===== src/rtl/vga_scanout.sv =====
// VGA 640x480@60 scan engine: timing counters, framebuffer read coordinates, RRRGGGBB expansion.
// Optional macro VGA_CLKDIV_EN: 50 MHz input clock with an internal divide-by-two pixel tick.
module vga_scanout #(
    parameter int H_VIS  = 640,
    parameter int H_FP   = 16,
    parameter int H_SYNC = 96,
    parameter int H_BP   = 48,
    parameter int V_VIS  = 480,
    parameter int V_FP   = 10,
    parameter int V_SYNC = 2,
    parameter int V_BP   = 33
) (
    input  logic        clock,
    input  logic        reset,
    input  logic [7:0]  pixel_in,
    output logic [10:0] pix_x,
    output logic [10:0] pix_y,
    output logic [7:0]  vga_r,
    output logic [7:0]  vga_g,
    output logic [7:0]  vga_b,
    output logic        vga_hs,
    output logic        vga_vs,
    output logic        vga_blank_n,
    output logic        vga_sync_n,
    output logic        vga_clk,
    output logic        frame_start
);

    localparam logic [10:0] H_VIS_L  = 11'(H_VIS);
    localparam logic [10:0] V_VIS_L  = 11'(V_VIS);
    localparam logic [10:0] H_LAST   = 11'(H_VIS + H_FP + H_SYNC + H_BP - 1);
    localparam logic [10:0] V_LAST   = 11'(V_VIS + V_FP + V_SYNC + V_BP - 1);
    localparam logic [10:0] HS_BEG   = 11'(H_VIS + H_FP);
    localparam logic [10:0] HS_END   = 11'(H_VIS + H_FP + H_SYNC - 1);
    localparam logic [10:0] VS_BEG   = 11'(V_VIS + V_FP);
    localparam logic [10:0] VS_END   = 11'(V_VIS + V_FP + V_SYNC - 1);

    function automatic logic [7:0] expand3(input logic [2:0] c);
        expand3 = {c, c, c[2:1]};
    endfunction

    function automatic logic [7:0] expand2(input logic [1:0] c);
        expand2 = {c, c, c, c};
    endfunction

    logic        tick_s;
    logic        vis_s;
    logic [10:0] h_cnt_q, h_cnt_d, v_cnt_q, v_cnt_d;
    logic [10:0] pix_x_q, pix_x_d, pix_y_q, pix_y_d;
    logic        vis_q, vis_d, hs_raw_q, hs_raw_d, vs_raw_q, vs_raw_d;
    logic        blank_d1_q, blank_d1_d, hs_d1_q, hs_d1_d, vs_d1_q, vs_d1_d;
    logic        blank_n_q, blank_n_d, hs_q, hs_d, vs_q, vs_d;
    logic [7:0]  r_q, r_d, g_q, g_d, b_q, b_d;
    logic        fs_q, fs_d;

`ifdef VGA_CLKDIV_EN
    logic tog_q, tog_d;

    // Divide-by-two toggle; the pixel tick falls on the clock where it is high.
    always_comb begin
        tog_d = ~tog_q;
    end

    // Toggle register, cleared so the first tick lands on the second clock after release.
    always_ff @(posedge clock or negedge reset) begin
        if (!reset) begin
            tog_q <= 1'b0;
        end else begin
            tog_q <= tog_d;
        end
    end

    assign tick_s  = tog_q;
    assign vga_clk = tog_q;
`else
    assign tick_s  = 1'b1;
    assign vga_clk = ~clock;
`endif

    // Horizontal/vertical counters and the frame-wrap pulse.
    always_comb begin
        h_cnt_d = h_cnt_q;
        v_cnt_d = v_cnt_q;
        fs_d    = 1'b0;
        if (tick_s) begin
            if (h_cnt_q == H_LAST) begin
                h_cnt_d = 11'd0;
                if (v_cnt_q == V_LAST) begin
                    v_cnt_d = 11'd0;
                    fs_d    = 1'b1;
                end else begin
                    v_cnt_d = v_cnt_q + 11'd1;
                end
            end else begin
                h_cnt_d = h_cnt_q + 11'd1;
            end
        end else begin
            h_cnt_d = h_cnt_q;
        end
    end

    // Coordinate stage: read address and raw sync/visible flags share one edge.
    always_comb begin
        vis_s    = (h_cnt_q < H_VIS_L) && (v_cnt_q < V_VIS_L);
        vis_d    = vis_s;
        pix_x_d  = vis_s ? h_cnt_q : 11'd0;
        pix_y_d  = vis_s ? v_cnt_q : 11'd0;
        hs_raw_d = !((h_cnt_q >= HS_BEG) && (h_cnt_q <= HS_END));
        vs_raw_d = !((v_cnt_q >= VS_BEG) && (v_cnt_q <= VS_END));
    end

    // Two-stage delay of sync/blank, and colour gated by the blank aligned with pixel_in.
    always_comb begin
        blank_d1_d = vis_q;
        hs_d1_d    = hs_raw_q;
        vs_d1_d    = vs_raw_q;
        blank_n_d  = blank_d1_q;
        hs_d       = hs_d1_q;
        vs_d       = vs_d1_q;
        if (blank_d1_q) begin
            r_d = expand3(pixel_in[7:5]);
            g_d = expand3(pixel_in[4:2]);
            b_d = expand2(pixel_in[1:0]);
        end else begin
            r_d = 8'd0;
            g_d = 8'd0;
            b_d = 8'd0;
        end
    end

    // All scan state; reset returns everything to the inactive, blanked condition.
    always_ff @(posedge clock or negedge reset) begin
        if (!reset) begin
            h_cnt_q    <= 11'd0;
            v_cnt_q    <= 11'd0;
            pix_x_q    <= 11'd0;
            pix_y_q    <= 11'd0;
            vis_q      <= 1'b0;
            hs_raw_q   <= 1'b1;
            vs_raw_q   <= 1'b1;
            blank_d1_q <= 1'b0;
            hs_d1_q    <= 1'b1;
            vs_d1_q    <= 1'b1;
            blank_n_q  <= 1'b0;
            hs_q       <= 1'b1;
            vs_q       <= 1'b1;
            r_q        <= 8'd0;
            g_q        <= 8'd0;
            b_q        <= 8'd0;
            fs_q       <= 1'b0;
        end else begin
            h_cnt_q    <= h_cnt_d;
            v_cnt_q    <= v_cnt_d;
            pix_x_q    <= pix_x_d;
            pix_y_q    <= pix_y_d;
            vis_q      <= vis_d;
            hs_raw_q   <= hs_raw_d;
            vs_raw_q   <= vs_raw_d;
            blank_d1_q <= blank_d1_d;
            hs_d1_q    <= hs_d1_d;
            vs_d1_q    <= vs_d1_d;
            blank_n_q  <= blank_n_d;
            hs_q       <= hs_d;
            vs_q       <= vs_d;
            r_q        <= r_d;
            g_q        <= g_d;
            b_q        <= b_d;
            fs_q       <= fs_d;
        end
    end

    assign pix_x       = pix_x_q;
    assign pix_y       = pix_y_q;
    assign vga_r       = r_q;
    assign vga_g       = g_q;
    assign vga_b       = b_q;
    assign vga_hs      = hs_q;
    assign vga_vs      = vs_q;
    assign vga_blank_n = blank_n_q;
    assign vga_sync_n  = 1'b0;
    assign frame_start = fs_q;

endmodule

===== config.mk =====
export PLATFORM = sky130hd
export DESIGN_NAME = vga_scanout
export DESIGN_NICKNAME = d
export VERILOG_FILES = /design/src/rtl/vga_scanout.sv
export SDC_FILE = /design/constraint.sdc
export NUM_CORES = 1
export LEC_CHECK = 0
export ABC_AREA = 1
export ABC_CLOCK_PERIOD_IN_PS = 1500
export BUFFER_PORTS_ARGS = -buffer_cell sky130_fd_sc_hd__buf_2
export CORE_AREA = 2 2 90 92
export CTS_BUF_LIST = sky130_fd_sc_hd__clkbuf_4
export DETAILED_ROUTE_END_ITERATION = 7
export DIE_AREA = 0 0 92 94
export PLACE_DENSITY = 0.64
export SLEW_MARGIN = 20
export SYNTH_ARGS = -nofsm -noshare
export SYNTH_HDL_FRONTEND = slang
export SYNTH_SLANG_ARGS = --single-unit

===== constraint.sdc =====
create_clock -name clock -period 1.5 [get_ports clock]
set_input_delay 0.15 -clock clock [delete_from_list [all_inputs] [get_ports clock]]
set_output_delay 0.15 -clock clock [all_outputs]
set_load 0.01 [all_outputs]

# --- Word-level counts from Yosys, hierarchy flattened ---
# Cells that the tools add are included.
word_totals:
  input_bits: 10
  mem_bits_rw: 0
  ff_bits: 78
  latchBits: 0
  mem_bits_ro: 0
  memories: 0
classes:
  n_div: 0
  n_lt_le_gt_ge: 6
  shifts: 0
  n_addsub: 2
  mux: 9
  reduce_logical: 5
  eq_ne: 2
  n_mul: 0
  n_bitwise: 1
ops:
  columns: ["cell", "count"]
  rows:
  - ["two-way mux 11 bit", 4]
  - ["two-way mux 8 bit", 3]
  - ["adder 11 x 1 -> 11 bit (second input constant)", 2]
  - ["== test 11 x 10 -> 1 bit (second input constant)", 2]
  - [">= comparator 11 x 10 -> 1 bit (second input constant)", 1]
  - [">= comparator 11 x 9 -> 1 bit (second input constant)", 1]
  - ["less-or-equal comparator 11 x 10 -> 1 bit (second input constant)", 1]
  - ["less-or-equal comparator 11 x 9 -> 1 bit (second input constant)", 1]
  - ["< comparator 11 x 10 -> 1 bit (second input constant)", 1]
  - ["< comparator 11 x 9 -> 1 bit (second input constant)", 1]
  - ["logical AND 1 bit", 3]
  - ["logical NOT 1 bit", 2]
  - ["two-way mux 1 bit", 2]
  - ["NOT 1 bit", 1]

# --- Depth between registers and ports, before layout ---
# Gate-level depths: netlist (run 1).
depth:
  ltp_word: 3
  depth_mapped: 9
  depth_no_buf: 9

==> results_dict.tcl, run 1 <==
set metrics [dict create \
    status "finished, final reports clean" \
    yosysTopAreaCell "dfrtp_1" \
    core-area_sq_um 7607 \
    grt_start_max_net_pins 43 \
    netlist_area_sq_um 2704 \
    final_hold_viol_count 0 \
    critical_path_class "clock port to primary output" \
    crit_slowest_cell "clkbuf_4" \
    power_density_nw_per_um2 855.4 \
    grtUsageTotal 0.1256 \
    clockBufferDepth 2 \
    diodes 0 \
    antenna_found_initial 0 \
    nets 370 \
    pwr-share-clk 0.353 \
    place_ws_ns -0.04282 \
    io_buffers 60 \
    cp_top_family "buffers and inverters" \
    synth_compound_area_frac 0.02869 \
    cp.arrival_ns 1.28 \
    synthToLayoutAreaGrowth_pct 22.12 \
    layout_min_cycle_time_ns 1.431 \
    synth-simple-area-share 0.2249 \
    dieArea_sq_um 8648 \
    p_comb_frac 0.047 \
    reg2regPathDepth 7 \
    pwr-share-seq 0.599 \
    synth_top_family_by_area "simple AND/OR/NAND/NOR gates" \
    reg2reg_from "h_cnt_q[0]$_DFF_PN0_" \
    clk_pin_slew_worst_paths_ns 0.11 \
    wire_per_inst_um 10.87 \
    synth_xor_area_frac 0.02591 \
    maxCapViolCount 0 \
    drive_gt1_frac 0.3094 \
    crit_fanout 10 \
    fin_area_sq_um 3302 \
    via_per_inst 4.330 \
    yosysTopAreaCellShare 0.5183 \
    die_y_um 94 \
    wl_mm 5.043 \
    synth_fa_ha_area_frac 0.01388 \
    rows 32 \
    crit_path_frequent_cell "clkbuf_4" \
    cpPeakStageDelay_ns 0.19 \
    ys_ff_latch 62 \
    setup_ws_ns 0.06889 \
    cts_tree "built" \
    die_w_um 92 \
    synthCells 288 \
    initial_utilization 0.3554 \
    htreeDepth 3 \
    finalClockSkew_ns 0.01575 \
    ys_types 33 \
    r2r_end "v_cnt_q[5]$_DFFE_PN0N_" \
    cp_num_buf_inv 4 \
    muxShareOfSynthArea 0 \
    critPathCaptureType "primary output" \
    dpl_cell_area_sq_um 3058 \
    dp_hpwl_mm 3.605 \
    grt_pass1_vias 1960 \
    numCtsBuffers 9 \
    drt_iter0_drc 120 \
    grt_pass1_wl_mm 8.459 \
    hold_class "input port to asynchronous set/reset pin" \
    clk_latency_ns 0.39 \
    ys_top_cells_by_area "dfrtp_1 (52%), nand2_1 (7.8%), inv_1 (6.1%)" \
    yosysSeqAreaShare 0.5766 \
    whs_ns 0.1054 \
    path_cells "clkbuf_4 > clkbuf_4 > inv_1 > buf_2" \
    power.switching_mw 0.6877 \
    cp_num_cells 4 \
    clockRootBuffer "clkbuf_4" \
    drc 0 \
    fmax_mhz 705.5 \
    p_leak_nw 1.774 \
    overflow 0 \
    start_kind "clock port" \
    yosysWarnings 0 \
    gp_congestion 0.8452 \
    io_pins 62 \
    crit_start "clock" \
    p_sw_frac 0.2435 \
    rsz0062_at_grt "no" \
    critPathRequiredTime_ns 1.35 \
    ant_nets 0 \
    vias 2009 \
    fin_crit_sh 0.9541 \
    endpoint "vga_clk" \
    slew_viol_final 0 \
    final_cell_mix "buf_2 (60), nand2_1 (56), dfrtp_1 (54)" \
    intPower_mw 2.137 \
    avgSynthCellArea_sq_um 9.388 \
    mostFrequentLayoutCell "buf_2" \
    setup_violations 0 \
    vdd_drop_max_uv 289.7 \
    dr.pass1.iters 4 \
    reg2reg_slack_ns 0.08 \
]
[flip-flops by register name, indices dropped and copies added, names as in the netlist]
name / cells
blank_d1_q: 1
vga_blank_n: 1
vga_hs: 1
vga_b: 2
hs_d1_d: 1
blank_d1_d: 1
h_cnt_q: 11
vga_g: 3
pix_x: 11
vga_r: 3
vs_d1_d: 1
hs_d: 1
frame_start: 1
vs_d: 1
pix_y: 11
vga_vs: 1
v_cnt_q: 11
[kinds of logic (layout without fill, tap and decap cells)]
| family | Yosys count | in the layout |
|---|---|---|
| other cells | 1 | 4 |
| simple gates | 130 | 130 |
| compound gates | 14 | 14 |
| buf+inv | 70 | 141 |
| fa+ha+maj | 3 | 3 |
| xor+xnor | 8 | 8 |
| flops | 62 | 62 |
[layer usage]
layer / vias up / global-route usage / part of all wire
li1: 999 / - / -
met1: 936 / 0.1405 / 0.45
met2: 68 / 0.2188 / 0.47
met3: 6 / 0.03531 / 0.066
met4: 0 / 0.06468 / 0.014
met5: - / 0 / 0
[cell type report]
cell class              count  area [sq um]
multi-input cells         159         830.8
inverters                  46         173.9
clock buffers              12         87.58
flip-flops and latches     62          1562
well taps                 102         127.6
clock inverters             6         30.03
fillers                   723          4305
repair buffers             77         490.5
[worst min path at each step]
stage	from	endpoint	slack (ns)	cells past startpoint
6_report	reset	v_cnt_q[5]$_DFFE_PN0N_	0.11	2
5_1_grt	reset	v_cnt_q[5]$_DFFE_PN0N_	0.10	2
4_1_cts	reset	v_cnt_q[5]$_DFFE_PN0N_	0.09	2
3_5_place_dp	reset	v_cnt_q[5]$_DFFE_PN0N_	-0.005	1
3_3_place_gp	reset	v_cnt_q[5]$_DFFE_PN0N_	-0.0004	1
2_1_floorplan	reset	blank_d1_d$_DFF_PN0_	-0.15	0
[timing repair]
item                                    CTS  global route
hold endpoints to repair                 67             0
hold buffers                              9             0
pin swaps                                 0             3
setup buffers                             0             1
endpoints found under the setup margin    5            11
gates resized for setup                   3             4
[power groups by stage]
stage	logic (mW)	registers [mW]	clock network (mW)
floorplan	0.0545	1.74	0.0262
global placement	0.120	1.72	0.0485
detailed placement	0.120	1.73	0.0485
CTS	0.138	1.69	1.04
global route	0.150	1.70	1.11
finish	0.134	1.69	0.998
[through the flow]
| step | cells | util | TNS [ns] | total power [mW] |
|---|---|---|---|---|
| finish | 464 | 0.4340 | 0 | 2.824 |
| global route | 464 | 0.4340 | 0 | 2.960 |
| CTS | 463 | 0.4293 | 0 | 2.869 |
| detailed placement | 438 | 0.4020 | -0.05572 | 1.894 |
| global placement | 438 | 0.4020 | -0.03024 | 1.893 |
| floorplan | 291 | - | 0 | 1.816 |
[synth_stat cells, drive strengths merged]
cell type,count
clkinv,1
inv,46
nor2,40
buf,22
nand3,13
ha,3
nand2,60
dfstp,6
a31oi,1
nor4,1
o21ai,9
clkbuf,1
a21oi,3
nand4,6
nand3b,3
xor2,8
dfrtp,56
conb,1
a211oi,1
nor3,7
[worst reg2reg max path: stages (launching register included)]
cell      delay, ns
dfrtp_1        0.41
ha_1           0.23
nand2_2        0.10
clkinv_2       0.08
nand2_4        0.10
nor2_2         0.05
nand2_2        0.20
o21ai_0        0.14
(Power assumes the default switching activity.)
==> run 2: changes to the inputs <==
--- a/config.mk
+++ b/config.mk
@@ -6,10 +6,11 @@
 export NUM_CORES = 1
 export LEC_CHECK = 0
 export ABC_AREA = 1
-export ABC_CLOCK_PERIOD_IN_PS = 1500
+export ABC_CLOCK_PERIOD_IN_PS = 1810
 export BUFFER_PORTS_ARGS = -buffer_cell sky130_fd_sc_hd__buf_2
 export CORE_AREA = 2 2 90 92
 export CTS_BUF_LIST = sky130_fd_sc_hd__clkbuf_4
+export CTS_CLUSTER_DIAMETER = 50
 export DETAILED_ROUTE_END_ITERATION = 7
 export DIE_AREA = 0 0 92 94
 export PLACE_DENSITY = 0.64
==> constraint.sdc (replaced) <==
create_clock -name clock -period 1.81 [get_ports clock]
set_input_delay 0.181 -clock clock [delete_from_list [all_inputs] [get_ports clock]]
set_output_delay 0.181 -clock clock [all_outputs]
set_load 0.01 [all_outputs]
==> run 2 against run 1 <==
Non-clock buffer count decreased by 7. Design area shrank 2.2%. Sequential power is 17% lower. Register-to-register slack improved by 0.20 ns. Wire length is 1.8% lower. Combinational power decreased by 17%. Die area unchanged.
==> results_dict.tcl, run 2 (synthesis gave the netlist of run 1 again) <==
set metrics [dict create \
    status "finished, final reports clean" \
    numCtsBuffers 9 \
    clk_pin_slew_worst_paths_ns 0.10 \
    cpPeakStageDelay_ns 0.20 \
    rsz0062_at_grt "no" \
    cp_num_buf_inv 4 \
    maxCapViolCount 0 \
    final_core_util 0.4243 \
    antenna_found_initial 0 \
    ant_nets 0 \
    clockRootBuffer "clkbuf_4" \
    start_kind "clock port" \
    postCtsSetupBuffers 0 \
    overflow 0 \
    clockBufferDepth 2 \
    vias 1952 \
    drive_gt1_frac 0.2817 \
    via_per_inst 4.271 \
    seq_area_sq_um 1559 \
    rows 32 \
    p_leak_nw 1.746 \
    cts_tree "built" \
    finalClockSkew_ns 0.009809 \
    crit_slowest_cell "clkbuf_4" \
    synthToLayoutAreaGrowth_pct 19.39 \
    dieArea_sq_um 8648 \
    critPathRequiredTime_ns 1.63 \
    crit_path_frequent_cell "clkbuf_4" \
    critPathCaptureType "primary output" \
    die_w_um 92 \
    crit_fanout 12 \
    worstMarginPinSlew_ns 0.5051 \
    dr.pass1.iters 4 \
    place_ws_ns 0.2766 \
    initial_utilization 0.3554 \
    setup_ws_ns 0.1734 \
    num-fill-cells 763 \
    power_density_nw_per_um2 775.5 \
    slew_viol_final 0 \
    grt_start_max_net_pins 43 \
    multi_input_area_sq_um 808.3 \
    setup_violations 0 \
    postCtsHoldBufs 9 \
    mostFrequentLayoutCell "buf_2" \
    wire_per_inst_um 10.84 \
    hold_class "input port to asynchronous set/reset pin" \
    drc 0 \
    htreeDepth 3 \
    final_cell_mix "buf_2 (60), nand2_1 (56), dfrtp_1 (56)" \
    final_hold_viol_count 0 \
    vdd_drop_max_uv 409.9 \
    cp.arrival_ns 1.46 \
    io_buffers 60 \
    grt_pass1_vias 1873 \
    dp_hpwl_mm 3.480 \
    grtUsageTotal 0.1272 \
    path_cells "clkbuf_4 > clkbuf_4 > inv_1 > buf_2" \
    io_pins 62 \
    drt_iter0_drc 106 \
    max-slew-margin-rel 0.6633 \
    die_y_um 94 \
    grt_pass1_wl_mm 8.473 \
    cts_resized 0 \
    cp_top_family "buffers and inverters" \
    gp_congestion 0.8280 \
    nets 363 \
    diodes 0 \
    core-area_sq_um 7607 \
    critical_path_class "clock port to primary output" \
    wl_mm 4.954 \
    finalSetupTns_ns 0 \
    clk_latency_ns 0.41 \
]
run 2: cell count changes in the layout (fill, tap and decap cells not counted), sizes merged:
cell    previous run  this run
clkbuf            11         9
bufinv             0         1
buf               69        62
clkinv             3         4
run 2: final cells by class:
cell class / instances / share of cell area
clock buffer: 10 / 0.02248
clock inverter: 8 / 0.02287
inverter: 46 / 0.05388
multi-input combinational: 159 / 0.2504
sequential: 62 / 0.4829
tap: 102 / 0.03953
timing repair buffer: 70 / 0.1279
run 2: metrics by stage:
stage                     instances  area (sq um)  total power, mW  hold WS, ns
after CTS                       457          3228            2.549       0.2498
final                           457          3228            2.504       0.2632
after detailed placement        432          3000            1.568       0.1754
after global routing            457          3228            2.629       0.2968
after floorplan                 291          2715            1.505      -0.1146
after global placement          432          3000            1.567       0.1729
run 2: report_power, final:
group          internal, mW  switching (mW)  total [mW]
Clock                 0.443           0.547       0.990
Sequential             1.40         0.00587        1.40
Combinational        0.0473          0.0632       0.111
run 2: metal layers:
metal	vias up	GRT usage	share of wire
li1	985	-	-
met1	894	0.1470	0.45
met2	65	0.2114	0.46
met3	8	0.04013	0.070
met4	0	0.06841	0.022
met5	-	0	0
run 2: worst paths after layout:
path                                   startpoint                endpoint  cells after the start  slack [ns]
max                                         clock                 vga_clk                      4        0.17
min                                         reset      pix_y[8]$_DFF_PN0_                      2        0.26
max reg2reg                v_cnt_q[0]$_DFFE_PN0N_  v_cnt_q[6]$_DFFE_PN0N_                      5        0.28
min reg2reg                     hs_d1_d$_DFF_PN1_          hs_d$_DFF_PN1_                      0        0.35
max in group asynchronous                   reset       hs_d1_d$_DFF_PN1_                      3        0.90
min in group clock              hs_d1_d$_DFF_PN1_          hs_d$_DFF_PN1_                      0        0.35
run 2: worst reg2reg max path, stage by stage, from the launching register on:
cell and delay [ns]:
dfrtp_1 0.46, ha_1 0.28, nand3_1 0.20, nor2_1 0.18, nand4_1 0.14, xor2_1 0.17
==> run 3: changes to the inputs <==
==> constraint.sdc (replaced) <==
create_clock -name clock -period 1.81 [get_ports clock]
set_input_delay 0.0905 -clock clock [delete_from_list [all_inputs] [get_ports clock]]
set_output_delay 0.0905 -clock clock [all_outputs]
set_load 0.01 [all_outputs]
==> run 3 against run 2 <==
Core utilization is 0.30 points higher. Wire length is 0.24% higher. Global-route usage is 0.30 points lower. Critical path depth is 3 higher. Sequential cell count stayed put. Sequential power hardly changed. Design area is 0.70% higher. Non-clock buffer count stayed put. Critical endpoint is now v_cnt_q[1]$_DFFE_PN0N_. Highest routed layer unchanged.
==> results_dict.tcl, run 3 (synthesis gave the netlist of run 1 again) <==
set metrics [dict create \
    status "finished, final reports clean" \
    cts_tree "built" \
    grtUsageTotal 0.1242 \
    fin_crit_sh 0.8902 \
    layout_min_cycle_time_ns 1.611 \
    reg2reg_slack_ns 0.20 \
    path_cells "inv_1 > ha_1 > nand2_1 > nor3_1 > nand3_1 > nand3_1 > nand2_1" \
    mostFrequentLayoutCell "buf_2" \
    die_y_um 94 \
    initial_utilization 0.3554 \
    htreeDepth 3 \
    endpoint "v_cnt_q[1]$_DFFE_PN0N_" \
    pwr-share-seq 0.529 \
    clk_latency_ns 0.41 \
    setup_violations 0 \
    clockRootBuffer "clkbuf_4" \
    reg2reg_from "v_cnt_q[0]$_DFFE_PN0N_" \
    crit_fanout 7 \
    core-area_sq_um 7607 \
    critPathCaptureType "flip-flop" \
    cp_num_buf_inv 1 \
    dp_hpwl_mm 3.416 \
    wire_per_inst_um 10.87 \
    cp_num_cells 7 \
    nets 363 \
    dr.pass1.iters 5 \
    dieArea_sq_um 8648 \
    p_comb_frac 0.041 \
    start_kind "flip-flop" \
    num-fill-cells 751 \
    final_hold_viol_count 0 \
    critPathRequiredTime_ns 2.11 \
    io_buffers 60 \
    rows 32 \
    maxCapViolCount 0 \
    fmax_mhz 620.7 \
    finalClockSkew_ns 0.01467 \
    drc 0 \
    slew_viol_final 0 \
    via_per_inst 4.247 \
    final_cell_mix "buf_2 (60), nand2_1 (56), dfrtp_1 (56)" \
    hold_class "input port to asynchronous set/reset pin" \
    gp_congestion 0.8538 \
    reg2regPathDepth 7 \
    p_leak_nw 1.756 \
    diodes 0 \
    cp_top_family "simple AND/OR/NAND/NOR gates" \
    antenna_found_initial 0 \
    synthToLayoutAreaGrowth_pct 20.22 \
    wl_mm 4.966 \
    numCtsBuffers 9 \
    finalSetupTns_ns 0 \
    die_w_um 92 \
    grt_start_max_net_pins 63 \
    clk_pin_slew_worst_paths_ns 0.12 \
    power_density_nw_per_um2 815.6 \
    ant_nets 0 \
    drive_gt1_frac 0.2817 \
    io_pins 62 \
    vdd_drop_max_uv 297.4 \
    crit_start "v_cnt_q[0]$_DFFE_PN0N_" \
    dp_cells 432 \
    vias 1941 \
    power.switching_mw 0.6228 \
    grt_pass1_wl_mm 8.293 \
    intPower_mw 2.028 \
    cp.arrival_ns 1.91 \
    drt_iter0_drc 97 \
    critical_path_class "flip-flop to flip-flop" \
    final_cells 457 \
    r2r_end "v_cnt_q[1]$_DFFE_PN0N_" \
    grt_pass1_vias 1837 \
    rsz0062_at_grt "no" \
    pwr-share-clk 0.429 \
    postCtsSetupBuffers 0 \
    cpPeakStageDelay_ns 0.47 \
    clockBufferDepth 2 \
    overflow 0 \
    p_sw_frac 0.2349 \
    crit_slowest_cell "dfrtp_1" \
]
-- run 3: cell count changes in the layout (fill, tap and decap cells not counted) --
cell	before	now
bufinv_16	1	2
clkinv_4	1	0
inv_4	2	3
clkinv_2	3	2
-- run 3: stage by stage --
step	hold slack [ns]	power (mW)	utilization	cell area, sq um	setup slack [ns]
2_1_floorplan	-0.2051	1.505	-	2715	0.5328
3_3_place_gp	0.1201	1.567	0.3944	3000	0.2755
3_5_place_dp	0.1231	1.567	0.3944	3000	0.2548
4_1_cts	0.1917	2.693	0.4273	3251	0.2361
5_1_grt	0.2184	2.778	0.4273	3251	0.03567
6_report	0.1749	2.651	0.4273	3251	0.1988
-- run 3: layout make-up --
cell class	count	area [sq um]	share of cell area
clock buffers	10	72.57	0.02232
multi-input cells	159	808.3	0.2487
repair buffers	70	412.9	0.1270
clock inverters	8	96.34	0.02964
well taps	102	127.6	0.03926
flip-flops and latches	62	1559	0.4796
inverters	46	173.9	0.05350
-- run 3: routing by layer --
metal  global-route usage  up-vias  wire [um]
met4              0.06592        0        112
met3              0.04815       11        319
met5                    0        -          0
met1               0.1412      872       2273
met2               0.2028       70       2259
li1                     -      988          -
-- run 3: power by group through the flow --
stage                     Sequential [mW]  Clock [mW]  Combinational (mW)
after CTS                            1.40        1.18               0.113
after global placement               1.43      0.0402              0.0978
after floorplan                      1.44      0.0217              0.0452
after detailed placement             1.43      0.0402              0.0976
final                                1.40        1.14               0.110
after global routing                 1.41        1.25               0.122
-- run 3: what timing repair did --
item / 4_1_cts / 5_1_grt
hold endpoints to repair: 70 / 0
hold buffers: 9 / 0
resized for setup: 0 / 0
-- run 3: how the worst min path moves through the flow --
stage | start | endpoint | slack [ns] | cells after the start
final | reset | v_cnt_q[4]$_DFFE_PN0N_ | 0.17 | 3
after global routing | reset | v_cnt_q[4]$_DFFE_PN0N_ | 0.22 | 3
after CTS | reset | v_cnt_q[4]$_DFFE_PN0N_ | 0.19 | 3
after detailed placement | reset | pix_y[4]$_DFF_PN0_ | 0.12 | 2
after global placement | reset | pix_y[2]$_DFF_PN0_ | 0.12 | 2
after floorplan | reset | blank_d1_d$_DFF_PN0_ | -0.21 | 0
-- run 3: tightest hold or removal path, delay by kind of cell --
kind	cells	cell delay, ns
buffers and inverters	3	0.89
